## config.mk

```make
export PLATFORM = sky130hd
export DESIGN_NAME = core_ibex_debug_req_sched
export DESIGN_NICKNAME = d
export VERILOG_FILES = /design/src/rtl/core_ibex_debug_req_sched.sv
export SDC_FILE = /design/constraint.sdc
export NUM_CORES = 1
export LEC_CHECK = 0
export CAP_MARGIN = 20
export CORE_ASPECT_RATIO = 0.8
export CORE_MARGIN = 3
export CORE_UTILIZATION = 50
export DETAILED_ROUTE_END_ITERATION = 8
export HOLD_SLACK_MARGIN = 0.03
export PLACE_DENSITY = 0.81
export SKIP_LAST_GASP = 1
export SLEW_MARGIN = 20
export SYNTH_ARGS = -nofsm -noshare
export SYNTH_HDL_FRONTEND = slang
export SYNTH_SLANG_ARGS = --single-unit
```

## constraint.sdc

```tcl
create_clock -name clk -period 5.5 [get_ports clk]
set_clock_uncertainty 0.1 [all_clocks]
set_input_delay 1.65 -clock clk [delete_from_list [all_inputs] [get_ports clk]]
set_output_delay 1.65 -clock clk [all_outputs]
set_load 0.05 [all_outputs]
```

## src/rtl/core_ibex_debug_req_sched.sv

```systemverilog
// Debug request scheduler: boots the core after a programmable delay, then raises
// debug_req once, periodically or on core events, tracking acks and request timeouts.
module core_ibex_debug_req_sched #(
  parameter int unsigned CNT_W = 16
) (
  input  logic             clk,
  input  logic             reset,
  input  logic             cfg_enable,
  input  logic [1:0]       cfg_mode,
  input  logic [CNT_W-1:0] cfg_fetch_delay,
  input  logic [CNT_W-1:0] cfg_interval,
  input  logic [CNT_W-1:0] cfg_timeout,
  input  logic             evt_wfi,
  input  logic             evt_ecall,
  input  logic             evt_ebreak,
  input  logic             debug_mode,
  input  logic             dret,
  output logic             fetch_enable,
  output logic             debug_req,
  output logic             busy,
  output logic             timeout_err,
  output logic [7:0]       req_count
);

  typedef enum logic [2:0] {
    S_BOOT, S_IDLE, S_WAIT_GAP, S_REQ, S_IN_DEBUG, S_DONE
  } state_e;

  typedef enum logic [1:0] {
    M_OFF, M_SINGLE, M_PERIODIC, M_ON_EVENT
  } mode_e;

  state_e           state_q, state_d;
  logic [CNT_W-1:0] cnt_q, cnt_d;
  logic             fetch_enable_q, fetch_enable_d;
  logic             debug_req_q, debug_req_d;
  logic             busy_q, busy_d;
  logic             timeout_err_q, timeout_err_d;
  logic [7:0]       req_count_q, req_count_d;
  mode_e            mode;
  logic             any_evt;

  assign mode    = mode_e'(cfg_mode);
  assign any_evt = evt_wfi | evt_ecall | evt_ebreak;

  always_comb begin
    state_d        = state_q;
    cnt_d          = cnt_q;
    fetch_enable_d = fetch_enable_q;
    timeout_err_d  = timeout_err_q;
    req_count_d    = req_count_q;
    unique case (state_q)
      S_BOOT: begin
        if (cnt_q == cfg_fetch_delay) begin
          fetch_enable_d = 1'b1;
          cnt_d          = '0;
          state_d        = S_IDLE;
        end else begin
          cnt_d = cnt_q + CNT_W'(1);
        end
      end
      S_IDLE: begin
        if (cfg_enable) begin
          unique case (mode)
            M_SINGLE:   begin state_d = S_REQ;      cnt_d = '0; end
            M_PERIODIC: begin state_d = S_WAIT_GAP; cnt_d = '0; end
            M_ON_EVENT: if (any_evt) begin state_d = S_REQ; cnt_d = '0; end
            default:    ;
          endcase
        end
      end
      S_WAIT_GAP: begin
        if (!cfg_enable) begin
          state_d = S_IDLE;
        end else if (cnt_q == cfg_interval) begin
          state_d = S_REQ;
          cnt_d   = '0;
        end else begin
          cnt_d = cnt_q + CNT_W'(1);
        end
      end
      S_REQ: begin
        // Acknowledge takes priority over a timeout landing on the same cycle.
        if (debug_mode) begin
          state_d = S_IN_DEBUG;
          if (req_count_q != 8'hFF) req_count_d = req_count_q + 8'd1;
        end else if ((cfg_timeout != '0) && (cnt_q == cfg_timeout - CNT_W'(1))) begin
          timeout_err_d = 1'b1;
          state_d       = S_IDLE;
        end else if (!cfg_enable) begin
          state_d = S_IDLE;
        end else begin
          cnt_d = cnt_q + CNT_W'(1);
        end
      end
      S_IN_DEBUG: begin
        if (dret) begin
          unique case (mode)
            M_SINGLE:   state_d = S_DONE;
            M_PERIODIC: begin state_d = S_WAIT_GAP; cnt_d = '0; end
            default:    state_d = S_IDLE;
          endcase
        end
      end
      S_DONE: begin
        if (!cfg_enable) state_d = S_IDLE;
      end
      default: state_d = S_BOOT;
    endcase
    // Outputs are registered copies of decodes of the next state.
    debug_req_d = (state_d == S_REQ);
    busy_d      = !((state_d == S_BOOT) || (state_d == S_IDLE) || (state_d == S_DONE));
  end

  always_ff @(posedge clk) begin
    if (reset) begin
      state_q        <= S_BOOT;
      cnt_q          <= '0;
      fetch_enable_q <= 1'b0;
      debug_req_q    <= 1'b0;
      busy_q         <= 1'b0;
      timeout_err_q  <= 1'b0;
      req_count_q    <= '0;
    end else begin
      state_q        <= state_d;
      cnt_q          <= cnt_d;
      fetch_enable_q <= fetch_enable_d;
      debug_req_q    <= debug_req_d;
      busy_q         <= busy_d;
      timeout_err_q  <= timeout_err_d;
      req_count_q    <= req_count_d;
    end
  end

  assign fetch_enable = fetch_enable_q;
  assign debug_req    = debug_req_q;
  assign busy         = busy_q;
  assign timeout_err  = timeout_err_q;
  assign req_count    = req_count_q;

endmodule
```

# Word-level counts from Yosys, hierarchy flattened
# Index checks and enable logic that the tools add are counted.
# Widths: inputs -> output; s select.
# op_classes
eq_ne,24
bitwise,3
n_mux,24
reduce_logical,13
n_addsub,3
# op_table
operator,n
$mux 16,10
$pmux 16 s5,1
$eq 16x16->1,3
$pmux 16 s2,1
$mux 3,9
$pmux 3 s6,1
$add 16x1->16 const B,1
$reduce_bool 16->1,1
$sub 16x1->16 const B,1
$ne 2x2->1 const B,7
$reduce_and 10->1,1
$eq 3x2->1 const B,3
$eq 3x3->1 const B,3
$pmux 3 s3,1
$add 8x1->8 const B,1
$ne 8x8->1 const B,1
$eq 3x1->1 const B,2
$logic_not 3->1,2
$ne 3x3->1 const B,2
$pmux 3 s2,1
$reduce_and 3->1,2
$reduce_bool 5->1,1
$eq 2x2->1 const B,2
$eq 2x1->1 const B,1
other kinds (7),9
# word_totals
reg_bits,31
inputBits,58
out_inout_bits,12
wordCells,74

# Logic depth before layout (Yosys ltp)
# Gate-level depths: netlist (run 1).
# logic_depth
depth_word,10
ltp_mapped,12
mapped_depth_nobuf,10

# Worst setup path before layout (run 1)
# No wires, ideal clock.
# synth_timing
kind,input-to-reg
startpoint,in cfg_timeout[0]
endpoint,reg cnt_q[0]
setup_time_ns,0.079
path_buffers,2
arrival_time_ns,3.976
cell_stages,12
path_slack_ns,1.344
cell_sequence,inv_1 ha_1 clkbuf_1 nand2b_1 nand2_1 a2111oi_0 a311oi_1 or4_4 o21ba_4 buf_6 xnor2_2 a211oi_2
# synth_between
elab_chain_len,5
word_cells_on_any_way,6
# synth_lines
element,line_no,text
from (decl),12,"input logic [CNT_W-1:0] cfg_timeout,"
$sub 16x1->16,87,end else if ((cfg_timeout != '0) && (cnt_q == cfg_timeout - CNT_W'(1))) begin
$eq 16x16->1,87,
$logic_and 1x1->1 (*),87,
$ne 2x2->1 (no line) (*),-,
$reduce_and 10->1 (no line) (*),-,
to (signal assigned),126,cnt_q <= cnt_d;
to (decl),34,"logic [CNT_W-1:0] cnt_q, cnt_d;"
# Every way passes the cells marked *; elsewhere a longest branch is shown, timed or not.
# A chain may end at the register's enable or synchronous reset.

# Worst setup path in the final report (run 1)
# Ends and elaborated chain as after synthesis.

==> impl_metrics.ini, run 1 <==
[run_status]
status = completed

[placement]
post-dp-hpwl_um = 5920
numPlacedInstances = 472
placedInstanceArea_mm2 = 0.00350
place_congestion = 0.879
buffer_ports.inserted = 69

[setup_path]
cp_top_family = compound AO/OA/AOI/OAI gates
crit_path_max_fanout = 16
worstSetupEndpointType = register
crit_buf_inv = 2
critPathRequiredTime_ps = 5600
cp-start-kind = primary input
worstPathCellList = clkdlybuf4s50_1 -> inv_1 -> ha_1 -> nand2b_1 -> nand2_1 -> a2111oi_0 -> a311oi_1 -> or4_4 -> o21ba_4 -> xnor2_2 -> a211oi_2
critical-path-slowest-cell = or4_4
slowest_delay_ps = 590
arrival_ps = 4720
setup.worst_path.class = in -> reg

[die]
floorplan.initialDensity = 0.541
die_footprint_mm2 = 0.00658
core-area_mm2 = 0.00521
die_w_um = 89.9
top_level_ports = 70
number_of_cell_rows = 23
die_y_um = 73.1

[cts]
post-cts-setup-buffers = 0
tritoncts = built
clock_transition_at_the_registers_of_the_reported_paths_ps = 60
clock_tree.htree_level_count = 2
clock-sinks = 31
clock_tree.buffer_depth = 2
clock_latency_ps = 280
ctsResizeCount = 0
postCtsHoldBufs = 0
cts_made_buffers = 5
clock_tree.root_cell = clkbuf_8

[sta]
setup_total_negative_slack_ps = 0
rsz0062_at_grt = false
setup-violations-final = 0
drv_slew = 0
max_slew_margin = 0.644
timing.final.crit_period_ps = 4620
worst-slew-pin-transition_ps = 530
min_period_over_period = 0.841
max_freq_mhz = 216
timing.final.hold_violations = 0

[global_route]
grt_start_max_net_pins = 19
gr-usage-all-layers = 0.241
vias_in_the_first_global_route = 2675
grt_antenna_before_repair = 0
overflow_left_after_global_routing = 0
grt_pass1_wl_um = 13000

[yosys]
number_of_synthesized_flops_with_an_enable_pin = 0
yosys_warnings = 0
synth_largest_area_cell = dfxtp_1
synth_cell_type_count = 60
ys_async_sr_fraction = 0
post_synth_instance_area_mm2 = 0.00282
synth_top_area_share = 0.220
postSynth.topFlopCell = dfxtp_1
syn_avg_cell_area_um2 = 7.98
postSynthRegisterBits = 31
ys_top_cells_by_area = dfxtp_1 (22%), xor2_1 (14%), ha_1 (4.0%), nor2_1 (3.6%), a32o_1 (3.2%)
synthesis.nets = 420
syn_inst = 353
synth_sequential_area_ratio = 0.220

[drt]
first_pass_iters = 4
vias = 2798
final_antenna_net_count = 0
drcViolationCount = 0
via_per_inst = 5.83
wire_per_inst_um = 16.3
dr.first_iter.drc_count = 103
drt-total-wl_um = 7810

[finish]
antenna_cells_inserted = 0
seq_area_um2 = 621
fin_cells = 480
nNetsFinal = 471
post_layout_utilization_of_the_core = 0.694
drive_above_1_share = 0.0617
layout.cell_area.non_filler_mm2 = 0.00361
multi_input_comb_area_mm2 = 0.00203
num-fill-cells = 436
area.growth.synth_to_final_pct = 28.3

[job]
drv.max_cap_violation_count = 0

[pwr]
cellLeakagePower_uw = 0.00138
ir_drop_v = 0.000149
fin_total_pwr_uw = 573
cellPowerDensity_mw_per_mm2 = 158

[worst_hold_path]
worst_min_delay_path_category = reg -> reg
-- cells in the mapped netlist, types with 2 or more instances --
cell type  count
xor2_1        45
dfxtp_1       31
nor2_1        27
clkbuf_1      21
nand2_1       20
a21oi_1       15
nor4_1        13
o21ai_0       13
inv_1         12
nand3_1       12
nor3_1        12
nor3b_1       11
a32o_1         9
ha_1           9
and3_1         8
nand4_1        8
xnor2_1        8
nand2b_1       6
a31oi_1        5
o21ai_1        5
or3_1          5
nor2b_1        4
a21o_1         3
buf_2          3
nand3b_1       3
or4_1          3
and2_1         2
buf_6          2
mux2i_1        2
nand4b_1       2
nor4_2         2
o2111ai_1      2
o21ai_2        2
xnor3_1        2
-- kinds of logic (layout without fill, tap and decap cells) --
| kind of cell | after synthesis | after routing | synth area share |
|---|---|---|---|
| compound gates | 73 | 73 | 0.199 |
| simple gates | 142 | 142 | 0.285 |
| fa+ha+maj | 9 | 9 | 0.0400 |
| mux | 3 | 3 | 0.0111 |
| flops | 31 | 31 | 0.220 |
| xor+xnor | 56 | 56 | 0.187 |
| buf+inv | 39 | 91 | 0.0586 |
-- registers in the layout, summed over array words and instances (netlist names) --
name	count
state_q	3
fetch_enable	1
cnt_q	16
timeout_err	1
busy	1
debug_req	1
req_count	8
-- final timing paths --
kind | start | endpoint | cells past startpoint | slack (ps)
max | cfg_timeout[0] | cnt_q[0]$_SDFFE_PP0P_ | 11 | 880
min | fetch_enable$_SDFFE_PP0P_ | fetch_enable$_SDFFE_PP0P_ | 2 | 360
max reg2reg | cnt_q[14]$_SDFFE_PP0P_ | cnt_q[0]$_SDFFE_PP0P_ | 8 | 2730
min reg2reg | fetch_enable$_SDFFE_PP0P_ | fetch_enable$_SDFFE_PP0P_ | 2 | 360
-- final cells by class --
type	instances	share of cell area
multi-input combinational	283	0.562
timing repair buffer	71	0.195
sequential	31	0.172
tap	75	0.0260
clock buffer	6	0.0228
inverter	12	0.0125
clock inverter	2	0.00969
-- cells in the final DEF, fill, tap and decap left out, types with 11 or more instances in the layout --
| cell type | instances |
|---|---|
| a21oi_1 | 15 |
| clkdlybuf4s50_1 | 69 |
| dfxtp_1 | 31 |
| inv_1 | 12 |
| nand2_1 | 20 |
| nand3_1 | 12 |
| nor2_1 | 27 |
| nor3_1 | 12 |
| nor3b_1 | 11 |
| nor4_1 | 13 |
| o21ai_0 | 13 |
| xor2_1 | 45 |
-- worst reg2reg max path: stages, from the launching register on --
cell and delay, ps:
dfxtp_1 580, xor2_1 310, o2111ai_1 160, a21oi_1 190, a311oi_1 90, or4_4 590, o21ba_4 290, xnor2_2 160
a211oi_2 220
-- per-stage QoR --
stage	hold WS (ps)	setup slack (ps)
after floorplan	421	1340
after global placement	341	751
after detailed placement	353	621
after CTS	363	904
after global routing	411	696
final	359	876
-- layer usage --
layer,vias to the layer above,routed length (µm),global-route usage
met5,-,0,0
met1,1302,3610,0.330
met3,11,595,0.0577
met2,107,3510,0.387
li1,1378,-,-
met4,0,96,0.0577
-- report_power, final --
| part | total [µW] | internal (µW) | switching [µW] |
|---|---|---|---|
| registers | 232 | 226 | 5.88 |
| logic | 109 | 61.7 | 47.6 |
| clock network | 231 | 146 | 84.6 |
(Power assumes the default switching activity.)
==> run 2, diff against run 1 <==
==> constraint.sdc (replaced) <==
create_clock -name clk -period 4.4 [get_ports clk]
set_clock_uncertainty 0.1 [all_clocks]
set_input_delay 1.32 -clock clk [delete_from_list [all_inputs] [get_ports clk]]
set_output_delay 1.32 -clock clk [all_outputs]
set_load 0.05 [all_outputs]
==> run 2 against run 1 <==
  * Non-clock buffer count is 8 higher
  * Core utilization rose by 0.86 points
  * Register-to-register slack worse by 1000 ps
  * Critical endpoint is now cnt_q[2]$_SDFFE_PP0P_
==> impl_metrics.ini, run 2 (same netlist as run 1, synthesis figures left out) <==
[die]
die_y_um = 73.1
number_of_cell_rows = 23
die_w_um = 89.9
die_footprint_mm2 = 0.00658
core-area_mm2 = 0.00521
top_level_ports = 70
floorplan.initialDensity = 0.541

[placement]
post-dp-hpwl_um = 6200
buffer_ports.inserted = 69
placedInstanceArea_mm2 = 0.00356
dpl_worst_slack_ps = 45.3
place_congestion = 0.982

[finish]
area.growth.synth_to_final_pct = 29.9
nNetsFinal = 479
max_ffs_per_register = 16
largest_register_by_flop_count = cnt_q
layout.cells.most_common_list = clkdlybuf4s50_1 (69), xor2_1 (45), dfxtp_1 (31), nor2_1 (27), nand2_1 (20)
num-fill-cells = 429
final_common_cell = clkdlybuf4s50_1
post_layout_utilization_of_the_core = 0.703
layout.cell_area.non_filler_mm2 = 0.00366
drive_above_1_share = 0.0752
antenna_cells_inserted = 0

[job]
drv.max_cap_violation_count = 0

[cts]
clock_transition_at_the_registers_of_the_reported_paths_ps = 70
clock_latency_ps = 280
clock_tree.root_cell = clkbuf_8
ctsResizeCount = 0
tritoncts = built
clock-sinks = 31
clock_tree.buffer_depth = 2
clock_tree.htree_level_count = 2
postCtsHoldBufs = 0
cts_made_buffers = 5
post-cts-setup-buffers = 0

[pwr]
cellPowerDensity_mw_per_mm2 = 191
fin_total_pwr_uw = 698
power.share.clock = 0.381
sw_frac_of_total = 0.241
cellLeakagePower_uw = 0.00141
combinational_fraction_of_design_power = 0.203
power_share_of_the_sequential_group = 0.416
power.internal_uw = 530
ir_drop_v = 0.000217
total_switching_power_uw = 168

[global_route]
gr-usage-all-layers = 0.253
grt_pass1_wl_um = 13500
vias_in_the_first_global_route = 2749
grt_start_max_net_pins = 18
grt_antenna_before_repair = 0
overflow_left_after_global_routing = 0

[drt]
dr.first_iter.drc_count = 136
drt-total-wl_um = 8060
wire_per_inst_um = 16.6
final_antenna_net_count = 0
via_per_inst = 5.79
vias = 2819
first_pass_iters = 4
drcViolationCount = 0

[setup_path]
ff2ff_path_depth = 8
setup.worst_path.class = in -> reg
critPathRequiredTime_ps = 4470
r2r_slack_ps = 1690
arrival_ps = 4140
worst_r2r_startpoint = cnt_q[14]$_SDFFE_PP0P_
crit_path_max_fanout = 9
r2r-end = cnt_q[5]$_SDFFE_PP0P_
worstSetupEndpointType = register
cp-start-kind = primary input

[sta]
timing.final.hold_violations = 0
max_slew_margin = 0.663
setup-violations-final = 0
finalWorstSetupSlack_ps = 331
timing.final.crit_period_ps = 4070
rsz0062_at_grt = false
setup_total_negative_slack_ps = 0
worst-slew-pin-transition_ps = 504
max_freq_mhz = 246
min_period_over_period = 0.925
drv_slew = 0

[worst_hold_path]
worst_min_delay_path_category = reg -> reg
timing.hold.worst.start = fetch_enable$_SDFFE_PP0P_
hold_path_depth = 2
hold_path_end = fetch_enable$_SDFFE_PP0P_

[run_status]
status = completed
-- run 2: layer usage --
layer / wire [µm] / global-route usage / vias up
met5: 0 / 0 / -
met4: 104 / 0.0713 / 0
met3: 522 / 0.0526 / 10
met2: 3740 / 0.413 / 105
met1: 3690 / 0.343 / 1312
li1: - / - / 1392
-- run 2: stage by stage --
step | hold WS (ps) | std cells
5_1_grt | 426 | 487
2_1_floorplan | 421 | 353
3_5_place_dp | 348 | 480
3_3_place_gp | 343 | 480
6_report | 381 | 487
4_1_cts | 392 | 487
-- run 2: area by class of cell --
class | instances | area (µm²) | area share
clock inverter | 1 | 30.0 | 0.00821
inverter | 12 | 45.0 | 0.0123
timing repair buffer | 79 | 766 | 0.209
sequential | 31 | 621 | 0.170
tap | 75 | 93.8 | 0.0256
clock buffer | 6 | 72.6 | 0.0198
multi-input combinational | 283 | 2030 | 0.555
-- run 2: how the worst max path moves through the flow --
stage,start,end,slack [ps],cells after the start
5_1_grt,cfg_timeout[1],cnt_q[10]$_SDFFE_PP0P_,160,12
6_report,cfg_timeout[1],cnt_q[2]$_SDFFE_PP0P_,330,12
2_1_floorplan,cfg_timeout[0],cnt_q[0]$_SDFFE_PP0P_,570,12
3_5_place_dp,cfg_timeout[1],cnt_q[2]$_SDFFE_PP0P_,50,12
4_1_cts,cfg_timeout[1],cnt_q[0]$_SDFFE_PP0P_,340,12
3_3_place_gp,cfg_timeout[1],cnt_q[4]$_SDFFE_PP0P_,100,12
-- run 2: power by group through the flow --
stage,Sequential [µW],Clock [µW],Combinational (µW)
2_1_floorplan,290,0,66.3
5_1_grt,290,285,155
4_1_cts,290,271,141
3_5_place_dp,296,0,139
3_3_place_gp,296,0,137
6_report,290,266,142
-- run 2: critical path, stage by stage --
cell	delay, ps
clkdlybuf4s50_1	450
inv_1	130
ha_1	230
nand2b_1	100
buf_4	160
nor4_1	240
mux2i_1	140
nor4_2	460
o311ai_4	230
o21bai_4	290
nor2_2	140
a32o_1	240
==> run 3, diff against run 2 <==
--- a/config.mk
+++ b/config.mk
@@ -11,9 +11,9 @@
 export CORE_UTILIZATION = 50
 export DETAILED_ROUTE_END_ITERATION = 8
 export HOLD_SLACK_MARGIN = 0.03
-export PLACE_DENSITY = 0.81
+export PLACE_DENSITY_LB_ADDON = 0.1
 export SKIP_LAST_GASP = 1
-export SLEW_MARGIN = 20
+export SLEW_MARGIN = 30
 export SYNTH_ARGS = -nofsm -noshare
 export SYNTH_HDL_FRONTEND = slang
 export SYNTH_SLANG_ARGS = --single-unit
==> run 3 against run 2 <==
  * Hold slack got worse by 33 ps
  * First-iteration DRC count increased by 6.6%
  * Largest cell class unchanged
  * Final cell count increased by 0.21%
  * Clock power decreased by 5%
==> impl_metrics.ini, run 3 (same netlist as run 1, synthesis figures left out) <==
[drt]
first_pass_iters = 4
final_antenna_net_count = 0
wire_per_inst_um = 16.3
drcViolationCount = 0
drt-total-wl_um = 7970
vias = 2852
via_per_inst = 5.84
dr.first_iter.drc_count = 145

[sta]
timing.final.hold_violations = 0
timing.final.crit_period_ps = 4090
setup_total_negative_slack_ps = 0
worst-slew-pin-transition_ps = 578
max_freq_mhz = 244
min_period_over_period = 0.930
max_slew_margin = 0.614
rsz0062_at_grt = false
drv_slew = 0
setup-violations-final = 0

[cts]
clock_transition_at_the_registers_of_the_reported_paths_ps = 70
clock_tree.buffer_depth = 2
clock_tree.root_cell = clkbuf_8
post-cts-setup-buffers = 0
cts_made_buffers = 5
clock_latency_ps = 290
ctsResizeCount = 0
clock_tree.htree_level_count = 2
postCtsHoldBufs = 0
clock-sinks = 31
tritoncts = built

[pwr]
cellLeakagePower_uw = 0.00141
ir_drop_v = 0.000274
fin_total_pwr_uw = 684
cellPowerDensity_mw_per_mm2 = 187

[die]
die_w_um = 89.9
floorplan.initialDensity = 0.541
number_of_cell_rows = 23
die_y_um = 73.1
die_footprint_mm2 = 0.00658
core-area_mm2 = 0.00521
top_level_ports = 70

[finish]
area.growth.synth_to_final_pct = 29.9
max_ffs_per_register = 16
nNetsFinal = 479
drive_above_1_share = 0.0799
largest_register_by_flop_count = cnt_q
num-fill-cells = 456
final_common_cell = clkdlybuf4s50_1
layout.cell_area.non_filler_mm2 = 0.00366
antenna_cells_inserted = 0
fin_cells = 488
layout.cells.most_common_list = clkdlybuf4s50_1 (69), xor2_1 (45), dfxtp_1 (31), nor2_1 (27), nand2_1 (20)

[setup_path]
ff2ff_path_depth = 7
cp-start-kind = primary input
worstSetupEndpointType = register
critical_path.endpoint = cnt_q[0]$_SDFFE_PP0P_
worst_r2r_startpoint = cnt_q[14]$_SDFFE_PP0P_
arrival_ps = 4200
r2r_slack_ps = 1630
critPathRequiredTime_ps = 4510
setup.worst_path.start = cfg_timeout[1]
crit_path_max_fanout = 16
setup.worst_path.class = in -> reg
r2r-end = cnt_q[0]$_SDFFE_PP0P_

[placement]
placedInstanceArea_mm2 = 0.00356
post-dp-hpwl_um = 6160
place_congestion = 0.931
buffer_ports.inserted = 69
numPlacedInstances = 480

[job]
drv.max_cap_violation_count = 0

[global_route]
vias_in_the_first_global_route = 2652
grt_use_met2 = 0.378
global_route.usage.met1 = 0.355
grt_start_max_net_pins = 18
met3_usage = 0.0619
overflow_left_after_global_routing = 0
global_routing_s_busiest_layer = met2
grt_antenna_before_repair = 0
grt_pass1_wl_um = 13400
gr-usage-all-layers = 0.250

[run_status]
status = completed

[worst_hold_path]
worst_min_delay_path_category = reg -> reg
## run 3: cell count changes in the layout (fill, tap and decap cells not counted)
cell | before | now
bufinv_16 | 1 | 0
clkbuf_1 | 1 | 0
clkinvlp_4 | 0 | 1
clkbuf_8 | 5 | 7
## run 3: layer usage
metal | up-vias | share of wire
li1 | 1397 | -
met1 | 1326 | 0.47
met2 | 114 | 0.44
met4 | 0 | 0.014
met5 | - | 0
met3 | 15 | 0.074
## run 3: critical path, stage by stage
cell and delay, ps:
clkdlybuf4s50_1 520, inv_1 90, ha_1 230, nand2b_1 160
nand2_1 70, a2111oi_0 440, a311oi_1 130, or4_4 600
o21ba_4 300, xnor2_2 150, a211oi_2 180
## run 3: how the worst min path moves through the flow
stage	slack (ps)	startpoint	cells past startpoint	endpoint
2_1_floorplan	420	cnt_q[15]$_SDFFE_PP0P_	2	cnt_q[15]$_SDFFE_PP0P_
3_3_place_gp	340	fetch_enable$_SDFFE_PP0P_	2	fetch_enable$_SDFFE_PP0P_
3_5_place_dp	340	fetch_enable$_SDFFE_PP0P_	2	fetch_enable$_SDFFE_PP0P_
4_1_cts	350	fetch_enable$_SDFFE_PP0P_	2	fetch_enable$_SDFFE_PP0P_
5_1_grt	380	fetch_enable$_SDFFE_PP0P_	2	fetch_enable$_SDFFE_PP0P_
6_report	350	fetch_enable$_SDFFE_PP0P_	2	fetch_enable$_SDFFE_PP0P_
## run 3: through the flow
| step | hold slack (ps) | utilization | setup slack (ps) |
|---|---|---|---|
| floorplan | 421 | - | 574 |
| global placement | 339 | 0.683 | 129 |
| detailed placement | 344 | 0.683 | 20.6 |
| CTS | 354 | 0.703 | 314 |
| global route | 379 | 0.703 | 134 |
| finish | 348 | 0.703 | 310 |
## run 3: where the power goes
part	total, µW	internal, µW	switching, µW
clock	253	142	111
sequential	289	283	6.25
combinational	142	81.1	60.6
total	684	506	177
## run 3: layout make-up
cell class              instances  area [µm²]  area share
flip-flops and latches         31         621       0.170
inverters                      12        45.0      0.0123
well taps                      75        93.8      0.0256
clock buffers                   7        96.3      0.0263
multi-input cells             283        2030       0.555
clock inverters                 1        7.51     0.00205
repair buffers                 79         766       0.209
